`config.mk`:
```
export PLATFORM = sky130hd
export DESIGN_NAME = seg7_scan_ctrl
export DESIGN_NICKNAME = d
export VERILOG_FILES = /design/src/rtl/seg7_scan_ctrl.sv
export SDC_FILE = /design/constraint.sdc
export NUM_CORES = 1
export LEC_CHECK = 0
export ABC_AREA = 1
export CELL_PAD_IN_SITES_DETAIL_PLACEMENT = 1
export CELL_PAD_IN_SITES_GLOBAL_PLACEMENT = 1
export CORE_AREA = 2 2 85 87
export CTS_BUF_LIST = sky130_fd_sc_hd__clkbuf_8
export DETAILED_ROUTE_END_ITERATION = 8
export DIE_AREA = 0 0 87 89
export PLACE_DENSITY_LB_ADDON = 0.05
export SYNTH_ARGS = -nofsm -noshare
export SYNTH_HDL_FRONTEND = slang
export SYNTH_SLANG_ARGS = --single-unit
export TNS_END_PERCENT = 10
```
`constraint.sdc`:
```
create_clock -name clk -period 2.8 [get_ports clk]
set_input_delay 0.56 -clock clk [delete_from_list [all_inputs] [get_ports clk]]
set_output_delay 0.56 -clock clk [all_outputs]
set_load 0.03 [all_outputs]
```
`src/rtl/seg7_scan_ctrl.sv`:
```
// Four-digit common-anode scan controller: frame-synchronous digit shadow, one-hot anodes, blanking gaps.
// All outputs registered; new digits commit only at a frame boundary or while the scan is parked.
module seg7_scan_ctrl #(
    parameter int DWELL_CYCLES = 10000,
    parameter int BLANK_CYCLES = 16
) (
    input  logic        clk,
    input  logic        rst_n,
    input  logic        ena,
    input  logic [15:0] digits_in,
    input  logic [3:0]  dp_in,
    input  logic        load,
    input  logic        lz_suppress,
    output logic [3:0]  digit_bcd,
    output logic        digit_dp,
    output logic        digit_blank,
    output logic [3:0]  anode,
    output logic        frame_done,
    output logic        load_pending
);

    localparam int MAXC = (DWELL_CYCLES > BLANK_CYCLES) ? DWELL_CYCLES : BLANK_CYCLES;
    localparam int CW   = (MAXC > 1) ? $clog2(MAXC) : 1;
    localparam logic [CW-1:0] DWELL_LAST = CW'(DWELL_CYCLES - 1);
    localparam logic [CW-1:0] BLANK_LAST = CW'(BLANK_CYCLES - 1);

    typedef enum logic {ST_BLANK, ST_DRIVE} state_t;

    state_t        state_q, state_d;
    logic [1:0]    idx_q, idx_d;
    logic [CW-1:0] cnt_q, cnt_d;
    logic [15:0]   shadow_dig_q, shadow_dig_d;
    logic [3:0]    shadow_dp_q, shadow_dp_d;
    logic [15:0]   active_dig_q, active_dig_d;
    logic [3:0]    active_dp_q, active_dp_d;
    logic          pend_q, pend_d;
    logic [3:0]    anode_q, anode_d;
    logic [3:0]    bcd_q, bcd_d;
    logic          dp_q, dp_d;
    logic          blank_q, blank_d;
    logic          fd_q, fd_d;
    logic          boundary;
    logic          commit;
    logic [3:0]    lz_blank;
    logic          zero_above;

    // A digit is suppressed only if it and every more significant digit are zero with no dp.
    always_comb begin
        zero_above = 1'b1;
        lz_blank   = 4'b0000;
        for (int i = 3; i >= 1; i--) begin
            zero_above  = zero_above && (active_dig_d[i*4 +: 4] == 4'd0) && !active_dp_d[i];
            lz_blank[i] = lz_suppress && zero_above;
        end
    end

    always_comb begin
        state_d  = state_q;
        idx_d    = idx_q;
        cnt_d    = cnt_q + CW'(1);
        boundary = 1'b0;
        if (!ena) begin
            state_d = ST_BLANK;
            idx_d   = 2'd0;
            cnt_d   = '0;
        end else begin
            case (state_q)
                ST_BLANK: begin
                    if (cnt_q == BLANK_LAST) begin
                        state_d = ST_DRIVE;
                        cnt_d   = '0;
                    end
                end
                default: begin
                    if (cnt_q == DWELL_LAST) begin
                        state_d  = ST_BLANK;
                        cnt_d    = '0;
                        idx_d    = idx_q + 2'd1;
                        boundary = (idx_q == 2'd3);
                    end
                end
            endcase
        end

        // Parked scan commits immediately so an idle display never shows stale data.
        commit       = pend_q && (boundary || !ena);
        active_dig_d = commit ? shadow_dig_q : active_dig_q;
        active_dp_d  = commit ? shadow_dp_q  : active_dp_q;
        shadow_dig_d = load ? digits_in : shadow_dig_q;
        shadow_dp_d  = load ? dp_in     : shadow_dp_q;
        pend_d       = load ? 1'b1 : (commit ? 1'b0 : pend_q);

        anode_d = (ena && state_d == ST_DRIVE) ? (4'b0001 << idx_d) : 4'b0000;
        fd_d    = ena && (state_d == ST_DRIVE) && (idx_d == 2'd3) && (cnt_d == DWELL_LAST);
        bcd_d   = active_dig_d[{idx_d, 2'b00} +: 4];
        dp_d    = active_dp_d[idx_d];
        blank_d = !ena || lz_blank[idx_d];
    end

    always_ff @(posedge clk or negedge rst_n) begin
        if (!rst_n) begin
            state_q      <= ST_BLANK;
            idx_q        <= 2'd0;
            cnt_q        <= '0;
            shadow_dig_q <= 16'd0;
            shadow_dp_q  <= 4'd0;
            active_dig_q <= 16'd0;
            active_dp_q  <= 4'd0;
            pend_q       <= 1'b0;
            anode_q      <= 4'd0;
            bcd_q        <= 4'd0;
            dp_q         <= 1'b0;
            blank_q      <= 1'b1;
            fd_q         <= 1'b0;
        end else begin
            state_q      <= state_d;
            idx_q        <= idx_d;
            cnt_q        <= cnt_d;
            shadow_dig_q <= shadow_dig_d;
            shadow_dp_q  <= shadow_dp_d;
            active_dig_q <= active_dig_d;
            active_dp_q  <= active_dp_d;
            pend_q       <= pend_d;
            anode_q      <= anode_d;
            bcd_q        <= bcd_d;
            dp_q         <= dp_d;
            blank_q      <= blank_d;
            fd_q         <= fd_d;
        end
    end

    assign digit_bcd    = bcd_q;
    assign digit_dp     = dp_q;
    assign digit_blank  = blank_q;
    assign anode        = anode_q;
    assign frame_done   = fd_q;
    assign load_pending = pend_q;

endmodule

```
==> results of run 1 <==
[layer usage]
metal	vias up	track usage (%)	routed length, um
met3	7	4.894	184
li1	1242	-	-
met2	34	38.58	3943
met5	-	0	0
met1	1286	29.98	3575
met4	0	7.244	110
[cells in the final DEF, fill, tap and decap left out]
cell type / count
nand2_4: 1
buf_2: 1
buf_4: 3
xor2_1: 5
nor2_2: 3
nor3_1: 4
nand2_2: 1
inv_2: 5
nand3_1: 19
nand4_1: 17
o21a_1: 4
a21oi_2: 1
dfstp_2: 1
clkinv_1: 1
bufinv_16: 1
o2111ai_1: 5
clkdlybuf4s50_1: 35
clkinv_2: 1
nor2_1: 31
clkbuf_8: 11
o21ai_1: 6
o21bai_1: 1
dfrtp_1: 68
nor2_4: 1
or2_1: 1
nand3_4: 1
inv_1: 59
ha_1: 2
o21ai_0: 17
nand2_1: 109
buf_12: 1
[layout make-up]
cell class                 instances  area, sq um  share of cell area (%)
tap                               80        100.1                   2.670
clock buffer                      11        151.4                   4.039
sequential                        69         1728                   46.09
multi-input combinational        229         1092                   29.14
clock inverter                     2        35.03                  0.9346
inverter                          65        244.0                   6.509
timing repair buffer              40        397.9                   10.61
[flip-flops by register name, indices dropped and copies added (netlist names), 2 cells and up]
name / flops
shadow_dig_q: 16
idx_q: 2
active_dig_q: 16
digit_bcd: 4
shadow_dp_q: 4
anode: 4
cnt_q: 14
active_dp_q: 4
[worst register-to-register path: cells and delay by family, from the launching register on]
| family | cells | cell delay [ps] |
|---|---|---|
| flops | 1 | 380 |
| simple gates | 8 | 1240 |
| compound gates | 2 | 470 |
| fa+ha+maj | 1 | 200 |
[path summary, 6_finish.rpt]
path,startpoint,end,slack (ps),cells after the start
setup reg to reg,cnt_q[0],digit_blank,450,11
setup / recovery,ena,digit_blank,390,10
min in group clk,shadow_dig_q[13],shadow_dig_q[13],490,2
max in group asynchronous,rst_n,shadow_dp_q[1],1880,2
hold reg to reg,shadow_dig_q[13],shadow_dig_q[13],490,2
hold / removal,rst_n,anode[2],270,1
[cell families (layout without fill, tap and decap cells)]
kind of cell,Yosys count,count (layout)
compound gates,34,34
xor+xnor,5,5
fa+ha+maj,2,2
buf+inv,76,118
flops,69,69
simple gates,188,188
[power breakdown]
part / internal [mW] / total (mW) / switching (mW)
registers: 1.09 / 1.13 / 0.0341
logic: 0.125 / 0.337 / 0.211
clock network: 0.444 / 0.805 / 0.361
total: 1.66 / 2.27 / 0.606
[stage by stage]
step                total power, mW  worst slack [ps]  hold WS, ps  std cells  utilization [%]
CTS                           2.291             443.6        282.3        496            55.79
global route                  2.386             201.3        302.4        496            55.79
detailed placement            1.484             126.1        471.1        483            53.02
global placement              1.468             236.4        451.2        483            53.02
finish                        2.269             392.2        266.8        496            55.79
floorplan                     1.331             967.4        264.4        374                -
==> metrics.cfg, run 1 <==
[detailed_routing]
wire_per_inst_um=15.75
wirelength_um=7813
ant_nets=0
drcViolationCount=0
vias=2569
drtIter0Drc=88
dr.pass1.iters=4
routed_via_density=5.179

[global_route]
gr-usage-all-layers_pct=22.99
grt_pass1_wl_um=13450
first_global_vias=2732
antenna_found_initial=0
grt_max_degree=42
gr-total-overflow=0

[yosys]
yosysMostFrequentCell=nand2_1
synthTopCellsByArea=dfrtp_1 (54%), nand2_1 (13%), inv_1 (7.1%), nor2_1 (3.7%), nand4_1 (3.4%)
synthDistinctLibCells=28
postSynth.asyncResetShare_pct=100.0
yosysTopAreaCell=dfrtp_1
synthMuxAreaShare_pct=0
synth_compound_area_share_pct=6.560
synth_edf_count=0
synth_xor_area_share_pct=1.400
yosysWarnings=0
syn-cell-area_sq_mm=0.003128
synth_simple_gate_area_share_pct=26.16
synthAdderAreaFrac_pct=0.8000
synth-main-ff-cell=dfrtp_1
synthTopCellsByCount=nand2_1 (109), dfrtp_1 (68), inv_1 (59)
syn_nets=401
syn_area_per_cell_sq_um=8.364
ys_ff_latch=69
synth_seq_area_share_pct=55.24
synth_top_family_by_area=simple AND/OR/NAND/NOR gates
synth_cells=374
synth.top_cell.area_share_pct=54.40

[final_layout]
num_antenna_cells=0
fill_cells=827
nets=441
fin_area_sq_mm=0.003749
final_layout_size_suffix_gt1_share_pct=7.692
area_delta_synth_final_pct=19.84

[timing]
finalSetupTns_ps=0
period_share_pct=85.99
finClkSkew_ps=4.597
slew_viol_final=0
slew_headroom_pct=53.48
rsz0062_at_grt=false
finalSetupViolations=0
tightestPinTransition_ps=697.8
max_freq_mhz=415.3
min_period_ps=2408
hold_viol=0

[clock_network]
clockBufferDepth=2
cts_hold_buf=0
cts_buffers=9
cts_resized=0
clkTransAtPathRegs_ps=70
cts_setup_buffers=0
clk_latency_ps=340
clock_sinks=69
cts_root_buf=clkbuf_8
cts.htree.levels=3
tritoncts=yes

[run]
drv_cap=0

[worst_setup_path]
path_class=in2reg
path_common_cell=nand2_1
cpPeakStageDelay_ps=680
startpoint_type=primary input
cp_data_required_time_ps=3070
path_cells=clkdlybuf4s50_1 > inv_1 > or2_1 > nand3_4 > nand2_1 > nand2_1 > nand3_1 > o21bai_1 > nand3_1 > nand2_1
critPathTopFamily=simple AND/OR/NAND/NOR gates
crit_path_end_kind=flip-flop
cpMaxStageDelayCell=clkdlybuf4s50_1
path_max_fanout=31
path_buf_inv=2
critPathArrivalTime_ps=2680

[floorplan]
placementRows=30
coreArea_sq_mm=0.006719
start_util_pct=46.55
ios=37
die_area_sq_mm=0.007743
die-height_um=89
die_width_um=87

[run_status]
outcome=complete, no violations

[placed_design]
gp_congestion=0.9086
portBuffers=36
placed_cell_area_sq_mm=0.003562
dp_hpwl_um=5818

[power]
leakage_nw=1.923
power_density_mw_per_mm2=605.4
peakVddDrop_mv=0.3736

[worst_hold_path]
hold_class=in2async

Power figures use the tool's default switching activity.
==> run 2, diff against run 1 <==
--- a/config.mk
+++ b/config.mk
@@ -8,10 +8,10 @@
 export ABC_AREA = 1
 export CELL_PAD_IN_SITES_DETAIL_PLACEMENT = 1
 export CELL_PAD_IN_SITES_GLOBAL_PLACEMENT = 1
-export CORE_AREA = 2 2 85 87
+export CORE_AREA = 3 3 86 88
 export CTS_BUF_LIST = sky130_fd_sc_hd__clkbuf_8
 export DETAILED_ROUTE_END_ITERATION = 8
-export DIE_AREA = 0 0 87 89
+export DIE_AREA = 0 0 89 91
 export PLACE_DENSITY_LB_ADDON = 0.05
 export SYNTH_ARGS = -nofsm -noshare
 export SYNTH_HDL_FRONTEND = slang
==> metrics.cfg, run 2 (synthesis gave the netlist of run 1 again) <==
[run_status]
outcome=complete, no violations

[timing]
setup_ws_ps=411.0
max_freq_mhz=418.6
rsz0062_at_grt=false
tightestPinTransition_ps=711.2
min_period_ps=2389
hold_viol=0
hold_slack_ps=262.3
slew_headroom_pct=52.59
period_share_pct=85.32
slew_viol_final=0
finalSetupViolations=0
finClkSkew_ps=10.88
finalSetupTns_ps=0

[clock_network]
cts_root_buf=clkbuf_8
tritoncts=yes
clk_latency_ps=340
clkTransAtPathRegs_ps=80
cts.htree.levels=3
cts_hold_buf=0
cts_setup_buffers=0
cts_resized=0
clockBufferDepth=2
cts_buffers=9
clock_sinks=69

[power]
pwr-share-clk_pct=35.3
power_density_mw_per_mm2=600.7
total_power_mw=2.265
power.switching_uw=618.1
peakVddDrop_mv=0.3626
intPower_mw=1.646
p_seq_share_pct=49.8
pwr-share-comb_pct=14.9
leakage_nw=1.940
swShare_pct=27.29

[floorplan]
coreArea_sq_mm=0.006719
ios=37
die_width_um=89
die-height_um=91
start_util_pct=46.55
placementRows=30
die_area_sq_mm=0.008099

[global_route]
grt_max_degree=43
first_global_vias=2674
gr-usage-all-layers_pct=21.75
gr-total-overflow=0
grt_pass1_wl_um=13280
antenna_found_initial=0

[placed_design]
dp_worst_setup_slack_ps=350.6
dp_hpwl_um=5814
portBuffers=36
gp_congestion=0.8431

[detailed_routing]
wire_per_inst_um=15.86
drtIter0Drc=170
vias=2519
wirelength_um=7948
drcViolationCount=0
ant_nets=0
dr.pass1.iters=4
routed_via_density=5.028

[worst_setup_path]
cp_data_required_time_ps=3080
path_class=reg2reg
path_max_fanout=31
startpoint_type=flip-flop
crit_path_end_kind=flip-flop
critPathArrivalTime_ps=2670

[final_layout]
layout_commonest_cell=nand2_1
nets=443
num_antenna_cells=0
area_delta_synth_final_pct=20.52
largestRegisters=active_dig_q (16), shadow_dig_q (16), cnt_q (14)
layout_common_cells=nand2_1 (109), dfrtp_1 (68), inv_1 (61), clkdlybuf4s50_1 (35), nor2_1 (31)
final_layout_size_suffix_gt1_share_pct=8.314
fill_cells=818

[worst_hold_path]
hold_class=in2async

[run]
drv_cap=0

run 2: changes by cell type in the layout (fill, tap and decap cells not counted):
cell and change:
buf_4 +2, inv_1 +2, clkinvlp_4 +1, clkbuf_8 -1
clkinv_2 +1
run 2: path summary, 6_finish.rpt:
check                      cells past startpoint  slack, ps  startpoint     endpoint
hold / removal                                 1        260       rst_n    cnt_q[11]
hold reg to reg                                1        470    cnt_q[0]     cnt_q[0]
min in group clk                               1        470    cnt_q[0]     cnt_q[0]
max in group asynchronous                      2       1810       rst_n  digit_blank
setup reg to reg                              11        410    cnt_q[0]  digit_blank
setup / recovery                              11        410    cnt_q[0]  digit_blank
run 2: per-layer routing:
layer,track usage [%],up-vias,routed length [um]
met5,0,-,0
met4,9.305,0,237
met3,4.991,18,256
met2,35.58,51,3972
met1,27.22,1202,3481
li1,-,1248,-
run 2: area by class of cell:
| type | instances | area (sq um) | share of cell area (%) |
|---|---|---|---|
| multi-input combinational | 229 | 1092 | 28.97 |
| sequential | 69 | 1728 | 45.83 |
| tap | 80 | 100.1 | 2.655 |
| clock inverter | 6 | 55.05 | 1.460 |
| clock buffer | 10 | 137.6 | 3.651 |
| inverter | 65 | 244.0 | 6.472 |
| timing repair buffer | 42 | 412.9 | 10.95 |
run 2: critical path, stage by stage, from the launching register on:
cell and delay [ps]:
dfrtp_1 370, ha_1 200, nand3_1 150, nor2_2 210
nand2_2 130, nand2_4 190, nand3_4 310, o21ai_1 340
nand2_1 100, o21bai_1 150, nand3_1 100, nand2_1 70
run 2: power groups by stage:
stage               combinational, mW  sequential, mW  clock, mW
finish                          0.338            1.13      0.798
global route                    0.381            1.14      0.874
CTS                             0.343            1.13      0.815
detailed placement              0.335            1.15          0
global placement                0.326            1.14          0
floorplan                       0.164            1.17          0
run 2: metrics by stage:
stage / util, % / cell area, sq um / instances
after floorplan: - / 3128 / 374
after global placement: 53.24 / 3577 / 485
after detailed placement: 53.24 / 3577 / 485
after CTS: 56.11 / 3770 / 501
after global routing: 56.11 / 3770 / 501
final: 56.11 / 3770 / 501
